File: config.mk
export PLATFORM = sky130hd
export DESIGN_NAME = hazard_stall_controller
export DESIGN_NICKNAME = d
export VERILOG_FILES = /design/src/rtl/hazard_stall_controller.sv
export SDC_FILE = /design/constraint.sdc
export NUM_CORES = 1
export LEC_CHECK = 0
export CORE_MARGIN = 1.5
export CORE_UTILIZATION = 39
export CTS_CLUSTER_DIAMETER = 60
export DETAILED_ROUTE_END_ITERATION = 16
export GPL_TIMING_DRIVEN = 0
export PLACE_DENSITY = 0.73
export SLEW_MARGIN = 0
export SYNTH_ARGS = -nofsm -noshare
export SYNTH_HDL_FRONTEND = slang
export SYNTH_SLANG_ARGS = --single-unit
File: constraint.sdc
create_clock -name clk -period 3.29 [get_ports clk]
set_input_delay 0.987 -clock clk [delete_from_list [all_inputs] [get_ports clk]]
set_output_delay 0.987 -clock clk [all_outputs]
set_load 0.01 [all_outputs]
File: src/rtl/hazard_stall_controller.sv
// Load-use / branch-flush / memory-freeze stall controller for the 5-stage core.
// Drives PC, IF/ID and ID/EX enables and keeps a saturating count of stalled cycles.
module hazard_stall_controller #(
    parameter int REG_AW          = 5,
    parameter int LOAD_USE_STALLS = 1,
    parameter int CNT_W           = 16
) (
    input  logic              clk,
    input  logic              rst_n,
    input  logic              id_ex_mem_read,
    input  logic [REG_AW-1:0] id_ex_rd,
    input  logic [REG_AW-1:0] if_id_rs1,
    input  logic [REG_AW-1:0] if_id_rs2,
    input  logic              branch_taken,
    input  logic              mem_req,
    input  logic              mem_ready,
    output logic              pc_write,
    output logic              if_id_write,
    output logic              id_ex_bubble,
    output logic              if_id_flush,
    output logic              pipe_freeze,
    output logic [CNT_W-1:0]  stall_cnt
);

    localparam int               REM_W    = $clog2(LOAD_USE_STALLS + 1);
    localparam logic [REM_W-1:0] REM_INIT = REM_W'(LOAD_USE_STALLS - 1);
    localparam logic [CNT_W-1:0] CNT_MAX  = '1;

    typedef enum logic [1:0] {
        RUN        = 2'd0,
        LOAD_STALL = 2'd1,
        MEM_WAIT   = 2'd2
    } state_t;

    state_t           state, state_nxt;
    logic             saved_ls, saved_ls_nxt;
    logic [REM_W-1:0] remaining, remaining_nxt;
    logic             hazard;
    logic             mem_busy;
    logic             eff_ls;

    function automatic logic [CNT_W-1:0] sat_inc(input logic [CNT_W-1:0] v);
        return (v == CNT_MAX) ? v : v + CNT_W'(1);
    endfunction

    assign hazard = id_ex_mem_read && (id_ex_rd != '0) &&
                    ((id_ex_rd == if_id_rs1) || (id_ex_rd == if_id_rs2));
    assign mem_busy = mem_req && !mem_ready;

    always_comb begin
        state_nxt     = state;
        saved_ls_nxt  = saved_ls;
        remaining_nxt = remaining;
        pc_write      = 1'b1;
        if_id_write   = 1'b1;
        id_ex_bubble  = 1'b0;
        if_id_flush   = 1'b0;
        pipe_freeze   = 1'b0;
        eff_ls        = 1'b0;

        // MEM_WAIT behaves as the state it interrupted once memory is ready.
        case (state)
            LOAD_STALL: eff_ls = 1'b1;
            MEM_WAIT:   eff_ls = saved_ls;
            default:    eff_ls = 1'b0;
        endcase

        if (mem_busy) begin
            pipe_freeze  = 1'b1;
            pc_write     = 1'b0;
            if_id_write  = 1'b0;
            state_nxt    = MEM_WAIT;
            saved_ls_nxt = eff_ls;
        end else if (branch_taken) begin
            if_id_flush   = 1'b1;
            id_ex_bubble  = 1'b1;
            state_nxt     = RUN;
            remaining_nxt = '0;
        end else if (eff_ls) begin
            pc_write     = 1'b0;
            if_id_write  = 1'b0;
            id_ex_bubble = 1'b1;
            if (remaining <= REM_W'(1)) begin
                state_nxt     = RUN;
                remaining_nxt = '0;
            end else begin
                state_nxt     = LOAD_STALL;
                remaining_nxt = remaining - REM_W'(1);
            end
        end else begin
            state_nxt = RUN;
            if (hazard) begin
                pc_write     = 1'b0;
                if_id_write  = 1'b0;
                id_ex_bubble = 1'b1;
                if (LOAD_USE_STALLS > 1) begin
                    state_nxt     = LOAD_STALL;
                    remaining_nxt = REM_INIT;
                end
            end
        end

        // Outputs take their free-running values for as long as reset is held.
        if (!rst_n) begin
            pc_write     = 1'b1;
            if_id_write  = 1'b1;
            id_ex_bubble = 1'b0;
            if_id_flush  = 1'b0;
            pipe_freeze  = 1'b0;
        end
    end

    always_ff @(posedge clk or negedge rst_n) begin
        if (!rst_n) begin
            state     <= RUN;
            saved_ls  <= 1'b0;
            remaining <= '0;
            stall_cnt <= '0;
        end else begin
            state     <= state_nxt;
            saved_ls  <= saved_ls_nxt;
            remaining <= remaining_nxt;
            if (!pc_write)
                stall_cnt <= sat_inc(stall_cnt);
        end
    end

endmodule

# == After elaboration in Yosys (flattened, before gate mapping) ==
# Index checks and enable logic that the tools add are counted.
# totals
register_bits,20
input_bits,21
# op_classes
n_addsub,2
magnitude_cmp,1
n_eq_ne,5
muxes,23
bitwise_logic,3
reduce_logical,9
# ops
op,n
1-bit 2-to-1 mux,19
"16-bit by 1-bit adder with 16-bit output, second input constant",1
"16-bit == test, second input constant",1
5-bit == test,2
2-bit 2-to-1 mux,3
5-bit nonzero test,1
2-bit AND reduction,2
1-bit logical AND,3
1-bit NOT,3
"2-bit by 1-bit == test with 1-bit output, second input constant",1
"2-bit == test, second input constant",1
1-bit case mux with 2 select lines,1
2-bit nonzero test,1
"1-bit <= comparator, second input constant",1
1-bit zero test,1
1-bit logical OR,1
"1-bit subtractor, second input constant",1

# == Longest topological paths before layout ==
# Gate-level depths: netlist (run 1).
# depth
depth_word,10
ltp_mapped,8

# == Least setup slack after synthesis (run 1) ==
# Ideal clock, no wire load.
# synth_timing
path_kind,input to output
startpoint,input id_ex_rd[1]
endpoint,output pc_write
arrival_ns,2.342
setup_slack_ns,-0.039
stages,8
cell_sequence,or4_1 o21ai_1 nor3b_1 a22o_1 buf_6 buf_8 inv_2 buf_4
# synth_via
elab_chain_cells,8
# synth_rtl
element,line,source
from (decl),11,"input logic [REG_AW-1:0] id_ex_rd,"
5-bit == test / 5-bit nonzero test (equally long branches),"47, 46",
1-bit logical OR / 1-bit logical AND (equally long branches),"47, 46",
1-bit logical AND *,46,assign hazard = id_ex_mem_read && (id_ex_rd != '0) &&
1-bit 2-to-1 mux * (5 in series),--,
to (decl),17,"output logic pc_write,"
# Every way passes the cells marked *; elsewhere a longest branch is shown, timed or not.

# == Final worst setup path (run 1) ==
# layout_timing
startpoint,input id_ex_rd[2]
endpoint,output pc_write
# layout_via
elab_chain_cells,8
# layout_rtl
element,line,source
5-bit == test / 5-bit nonzero test (equally long branches),"47, 46",
1-bit logical OR / 1-bit logical AND (equally long branches),"47, 46",
1-bit logical AND *,46,
1-bit 2-to-1 mux *,92,if (hazard) begin
1-bit 2-to-1 mux *,79,end else if (eff_ls) begin
1-bit 2-to-1 mux *,74,end else if (branch_taken) begin
1-bit 2-to-1 mux *,68,if (mem_busy) begin
1-bit 2-to-1 mux *,104,if (!rst_n) begin
# Marks and branches as above.

==> flow_summary.ini, run 1 <==
[run_status]
outcome = finished, violations left
violations = setup timing

[clocking]
clockBufferDepth = 2
holdBufCountCts = 0
cts_buffers = 3
clk_pin_slew_worst_paths_ns = 0.12
cts_root_buffer = clkbuf_4
insertion_delay_ns = 0.29
htreeDepth = 1
cts_sinks = 18
cts_tree = done

[yosys]
synth_nets = 123
yosysWarnings = 0
ys_seq_area_share_pct = 42.0
syn_area_per_cell_sq_um = 10.6
synthDistinctLibCells = 31
synth_seq_cells = 18
synth_cells = 101
netlist_area_sq_um = 1070

[power_and_ir_drop]
pwr-share-comb_pct = 31.8
power.internal_uw = 434
p_switching_uw = 190
switching_share_pct = 30.5
p_seq_share_pct = 45.8
irDropWorstVdd_mv = 0.317
p_leak_uw = 0.000708
power_density_nw_per_um2 = 388
p_clk_share_pct = 22.4

[timing]
fin_setup_tns_ns = -0.0205
hold_viol = 0
clock.fmax_mhz = 302
worst_pin_slew_ns = 0.473
skew_ns = 0.0100
drv_slew = 0
period_minus_slack_ns = 3.31
rsz0062_at_grt = true
slew_headroom_pct = 68.5
setup_viol = 1
layout_setup_ws_ns = -0.0205
finalCritPeriodShare_pct = 101

[layout]
multiInputGateArea_sq_um = 619
n_fill_cell = 243
register_area_sq_um = 450
final_util_pct = 63.1
diodes = 0
final_net_count = 172
drive_gt1_share_pct = 23.5
area_growth_pct = 49.7

[route]
wire_per_inst_microns = 14.2
viasPerCell = 5.23
drt_iter0_drc = 20
ant_nets = 0
dr_total_vias = 936
drt-pass1-iter-count = 2
drc = 0
wl_microns = 2540

[job]
drv_cap = 0

[die]
die_h_microns = 55.5
rows = 18
dieArea_sq_um = 3080
core_sq_um = 2540
die_w_microns = 55.5
ios = 42
start_util_pct = 42.2

[global_routing]
antenna_found_initial = 0
grt_max_degree = 24
grt_pass1_vias = 951
grtUsageTotal_pct = 16.8
grt_pass1_wl_microns = 4170
grt.overflow.total = 0

[critical_path]
startpoint_type = input pin
cp_max_fo = 3
worstSetupPathType = input pin to output port
arrival_ns = 2.32
worstPathRequired_ns = 2.30
cp-end-kind = output port
rr_worst_depth = 6

[worst_hold_path]
hold_depth = 1
min_path_type = flop to flop

[placed_design]
dp_hpwl_microns = 1750
port_buffers = 41
place.gp.congestion = 0.719
==> power by group through the flow <==
stage                     Sequential [uW]  Clock (uW)  Combinational [uW]
after floorplan                       295           0                71.1
after global placement                286           0                 189
after detailed placement              287           0                 195
after CTS                             284         146                 196
after global routing                  290         153                 214
final                                 286         140                 199
==> critical path, cell delays in order <==
cell and delay, ns:
buf_8 0.10, or4_4 0.54, o21ai_4 0.17, nor3b_2 0.06
a22o_1 0.24, inv_4 0.07, buf_6 0.08, buf_6 0.08
==> synthesized netlist by cell type (all sizes together) <==
library cell,instances,area [sq um]
a21oi,3,15.0
a22o,1,8.76
a31oi,1,12.5
a41oi,1,16.3
and2,3,18.8
and3,8,50.1
buf,3,33.8
dfrtp,18,450
ha,1,12.5
inv,2,7.50
mux2,2,22.5
nand2,9,38.8
nand2b,2,12.5
nand3,9,65.1
nand4,6,50.0
nor2,1,3.75
nor2b,1,6.26
nor3b,1,7.51
o2111ai,1,8.76
o21a,1,7.51
o21ai,2,10.0
o22ai,1,6.26
or4,1,7.51
xnor2,23,201
==> through the flow <==
step	cell area (sq um)	hold slack (ns)	power, uW	cells	setup WS [ns]
after floorplan	1080	0.480	366	101	-0.00255
after global routing	1610	0.526	657	179	-0.0639
after CTS	1570	0.508	626	177	-0.0593
after global placement	1530	0.478	475	172	-1.13
final	1610	0.498	624	179	-0.0205
after detailed placement	1530	0.482	482	172	-1.17
==> final cells by class <==
class                   instances  share of cell area (%)
inverters                       2                   0.623
repair buffers                 46                    27.5
clock buffers                   4                    2.26
well taps                      30                    2.34
multi-input cells              78                    38.6
plain buffers                   1                   0.701
flip-flops and latches         18                    28.0
==> placed cells by master (no fill, tap or decap), types with 2 or more instances in the layout <==
cell / count
nand3_1: 5
clkbuf_4: 3
dlymetal6s2s_1: 4
a21oi_1: 2
buf_2: 4
nand3_2: 4
buf_8: 2
buf_4: 5
nand2_2: 2
xnor2_1: 23
and2_1: 3
and3_1: 8
dfrtp_1: 18
nand4_1: 4
clkdlybuf4s50_1: 22
mux2_1: 2
dlygate4sd2_1: 7
buf_6: 2
nand4_2: 2
nand2_1: 7
==> sequential cells by signal, summed over array words and instances, names as in the netlist <==
| signal | count |
|---|---|
| saved_ls | 1 |
| state | 1 |
| stall_cnt | 16 |
==> per-layer routing <==
layer	vias up	part of all wire, %	GRT usage, %
met2	36	52	30.1
met5	-	0	0
met3	2	5.7	3.98
li1	452	-	-
met4	0	0.39	5.23
met1	446	41	19.7
==> cell families after synthesis <==
kind of cell    Yosys count  share of synthesized area (%)
simple gates             41                           24.2
compound gates           11                           7.93
fa+ha+maj                 1                           1.17
xor+xnor                 23                           18.8
buf+inv                   5                           3.85
flops                    18                           42.0
mux                       2                           2.10
==> path summary, 6_finish.rpt <==
path                                   start           end  slack (ns)
worst max register to register  stall_cnt[0]  stall_cnt[1]        1.25
worst min-delay path            stall_cnt[7]  stall_cnt[7]        0.50
min in group asynchronous              rst_n  stall_cnt[8]        0.63
worst min register to register  stall_cnt[7]  stall_cnt[7]        0.50
worst max-delay path             id_ex_rd[2]      pc_write       -0.02
max in group asynchronous              rst_n      saved_ls        2.33
==> repair_timing <==
item / CTS / global route
pin swaps: 11 / 8
setup endpoints to repair: 5 / 4
resized for setup: 48 / 10
hold endpoints to repair: 0 / 0
buffers inserted: 2 / 3
(Power assumes the default switching activity.)
==> run 2, diff against run 1 <==
Settings changed: ABC_AREA set to 1, CORE_UTILIZATION 39 to 42.
==> flow_summary.ini, run 2 <==
[die]
rows = 20
die_w_microns = 59.5
start_util_pct = 43.9
core_sq_um = 3050
ios = 42
die_h_microns = 59.5
dieArea_sq_um = 3540

[placed_design]
place.gp.congestion = 0.864
port_buffers = 41
dp_cells = 288
dpl_worst_slack_ns = -1.12
dp_hpwl_microns = 2290

[route]
drt_iter0_drc = 38
dr_total_vias = 1330
drc = 0
ant_nets = 0
viasPerCell = 4.54
wire_per_inst_microns = 10.2
drt-pass1-iter-count = 4
wl_microns = 2980

[yosys]
synthDistinctLibCells = 21
synth_most_common_cell = nand2_1
yosysWarnings = 0
netlist_area_sq_um = 1340
synth_nets = 225
yosysTopAreaCellShare_pct = 33.6
async_flop_share_pct = 100
synth_edf_count = 0
synth_seq_cells = 18
synth.largest_area_cell = dfrtp_1
ys_seq_area_share_pct = 33.6
synth.top_cells.by_count = 79 x nand2_1, 31 x inv_1, 22 x nand3_1, 18 x dfrtp_1, 13 x nor2_1
synth_cells = 203
yosys-top-cells-area = dfrtp_1 34%, nand2_1 22%, inv_1 8.7%, nand3_1 8.2%, nor2_1 3.6%
syn_area_per_cell_sq_um = 6.59
ys.flop_type = dfrtp_1

[job]
drv_cap = 0

[run_status]
outcome = finished, final reports clean

[global_routing]
grt_max_degree = 21
antenna_found_initial = 0
grtUsageTotal_pct = 19.3
grt_pass1_wl_microns = 5250
grt_pass1_vias = 1242
grt.overflow.total = 0

[timing]
worst_pin_slew_ns = 0.439
hold_viol = 0
finalCritPeriodShare_pct = 96.5
skew_ns = 0.00973
period_minus_slack_ns = 3.18
drv_slew = 0
layout_setup_ws_ns = 0.114
setup_viol = 0
clock.fmax_mhz = 315
slew_headroom_pct = 70.7

[layout]
n_fill_cell = 331
regMostFlops = stall_cnt
area_growth_pct = 35.2
diodes = 0
layout_commonest_cell = nand2_1
mostFrequentLayoutCells = 78 x nand2_1, 29 x inv_1, 22 x nand3_1, 20 x clkdlybuf4s50_1, 18 x dfrtp_1
reg_top3 = stall_cnt: 16 flops, saved_ls: 1 flops, state: 1 flops
final_net_count = 272
largest_register_ffs = 16
multiInputGateArea_sq_um = 726
final_cells = 293
drive_gt1_share_pct = 12.9
register_area_sq_um = 450

[worst_hold_path]
min_path_type = flop to flop

[critical_path]
crit_buf_inv = 4
worstPathRequired_ns = 2.30
crit_slowest_cell = dlygate4sd2_1
cp_max_fo = 3
critPathTopFamily = simple AND/OR/NAND/NOR gates
crit_chain = dlygate4sd2_1, nor2_1, nor2_1, nor2_1, nand3_1, nand2_1, nand2_1, nand2_2, nand2_1, nand2_2, inv_1, buf_4, buf_2
worstSetupPathType = input pin to output port
startpoint_type = input pin
critical_path.max_stage_delay_ns = 0.24
cp-end-kind = output port
arrival_ns = 2.19

[clocking]
htreeDepth = 1
cts_sinks = 18
insertion_delay_ns = 0.30
cts_tree = done
holdBufCountCts = 0
clk_pin_slew_worst_paths_ns = 0.11
cts_root_buffer = clkbuf_4
clockBufferDepth = 2
cts_buffers = 3

[power_and_ir_drop]
p_leak_uw = 0.000945
irDropWorstVdd_mv = 0.163
power_density_nw_per_um2 = 334
[run 2: cell count changes after synthesis, sizes merged, moves of 5 or more]
cell   before  now
nor3        0    9
inv         2   34
xnor2      23    5
xor2        0    5
nand2       9   81
nand3       9   22
and3        8    0
nor2        1   15
[run 2: worst paths after layout]
| check | startpoint | depth (start not counted) | slack (ns) | end |
|---|---|---|---|---|
| max | if_id_rs2[0] | 13 | 0.11 | pc_write |
| min | state[1] | 2 | 0.51 | saved_ls |
| max reg2reg | stall_cnt[0] | 10 | 1.51 | stall_cnt[4] |
| min reg2reg | state[1] | 2 | 0.51 | saved_ls |
| max in group asynchronous | rst_n | 1 | 2.37 | stall_cnt[14] |
| min in group asynchronous | rst_n | 1 | 0.61 | stall_cnt[6] |
[run 2: worst min-delay path: cells and delay by family, from the launching register on]
kind / cells / cell delay (ns)
DFF: 1 / 0.34
and+or+nand+nor: 2 / 0.15
[run 2: layout make-up]
cell class / instances / area share (%)
Sequential cell: 18 / 24.9
Buffer: 4 / 2.07
Clock buffer: 4 / 2.00
Multi-Input combinational cell: 146 / 40.1
Inverter: 34 / 7.05
Timing Repair Buffer: 43 / 20.9
Tap cell: 44 / 3.04
[run 2: through the flow]
step	setup TNS [ns]	area [sq um]	utilization [%]	power, uW	hold slack (ns)
6_report	0	1810	59.3	604	0.512
3_5_place_dp	-4.26	1800	59.1	475	0.472
4_1_cts	0	1840	60.2	612	0.494
3_3_place_gp	-4.14	1800	59.1	473	0.455
5_1_grt	-0.00601	1810	59.3	650	0.550
2_1_floorplan	0	1340	-	374	0.444
[run 2: per-layer routing]
layer  vias to the layer above  share of wire, %  track usage [%]
met4                         0               1.6             6.82
met3                         6               5.0             3.06
li1                        714                 -                -
met1                       576                49             26.4
met5                         -                 0                0
met2                        34                44             30.8
[run 2: what timing repair did]
| action | 4_1_cts | 5_1_grt |
|---|---|---|
| resized for setup | 36 | 12 |
| setup endpoints to repair | 5 | 3 |
| pin swaps | 9 | 6 |
| buffers inserted | 2 | 0 |
| cloned | 0 | 0 |
[run 2: cells by family (layout without fill, tap and decap cells)]
group,Yosys count,in the layout,share of synthesized area [%]
xor gates and xnor gates,10,10,6.54
AOI/OAI and AO/OA,2,2,0.748
adders and majority gates,1,1,0.934
and+or+nand+nor,133,133,45.2
buffers and inverters,39,85,12.9
DFF,18,18,33.6
[run 2: power by group]
group	switching, uW	internal (uW)	total, uW
logic	90.4	94.7	185
registers	32.6	246	279
clock network	73.1	67.4	141
total	196	408	604
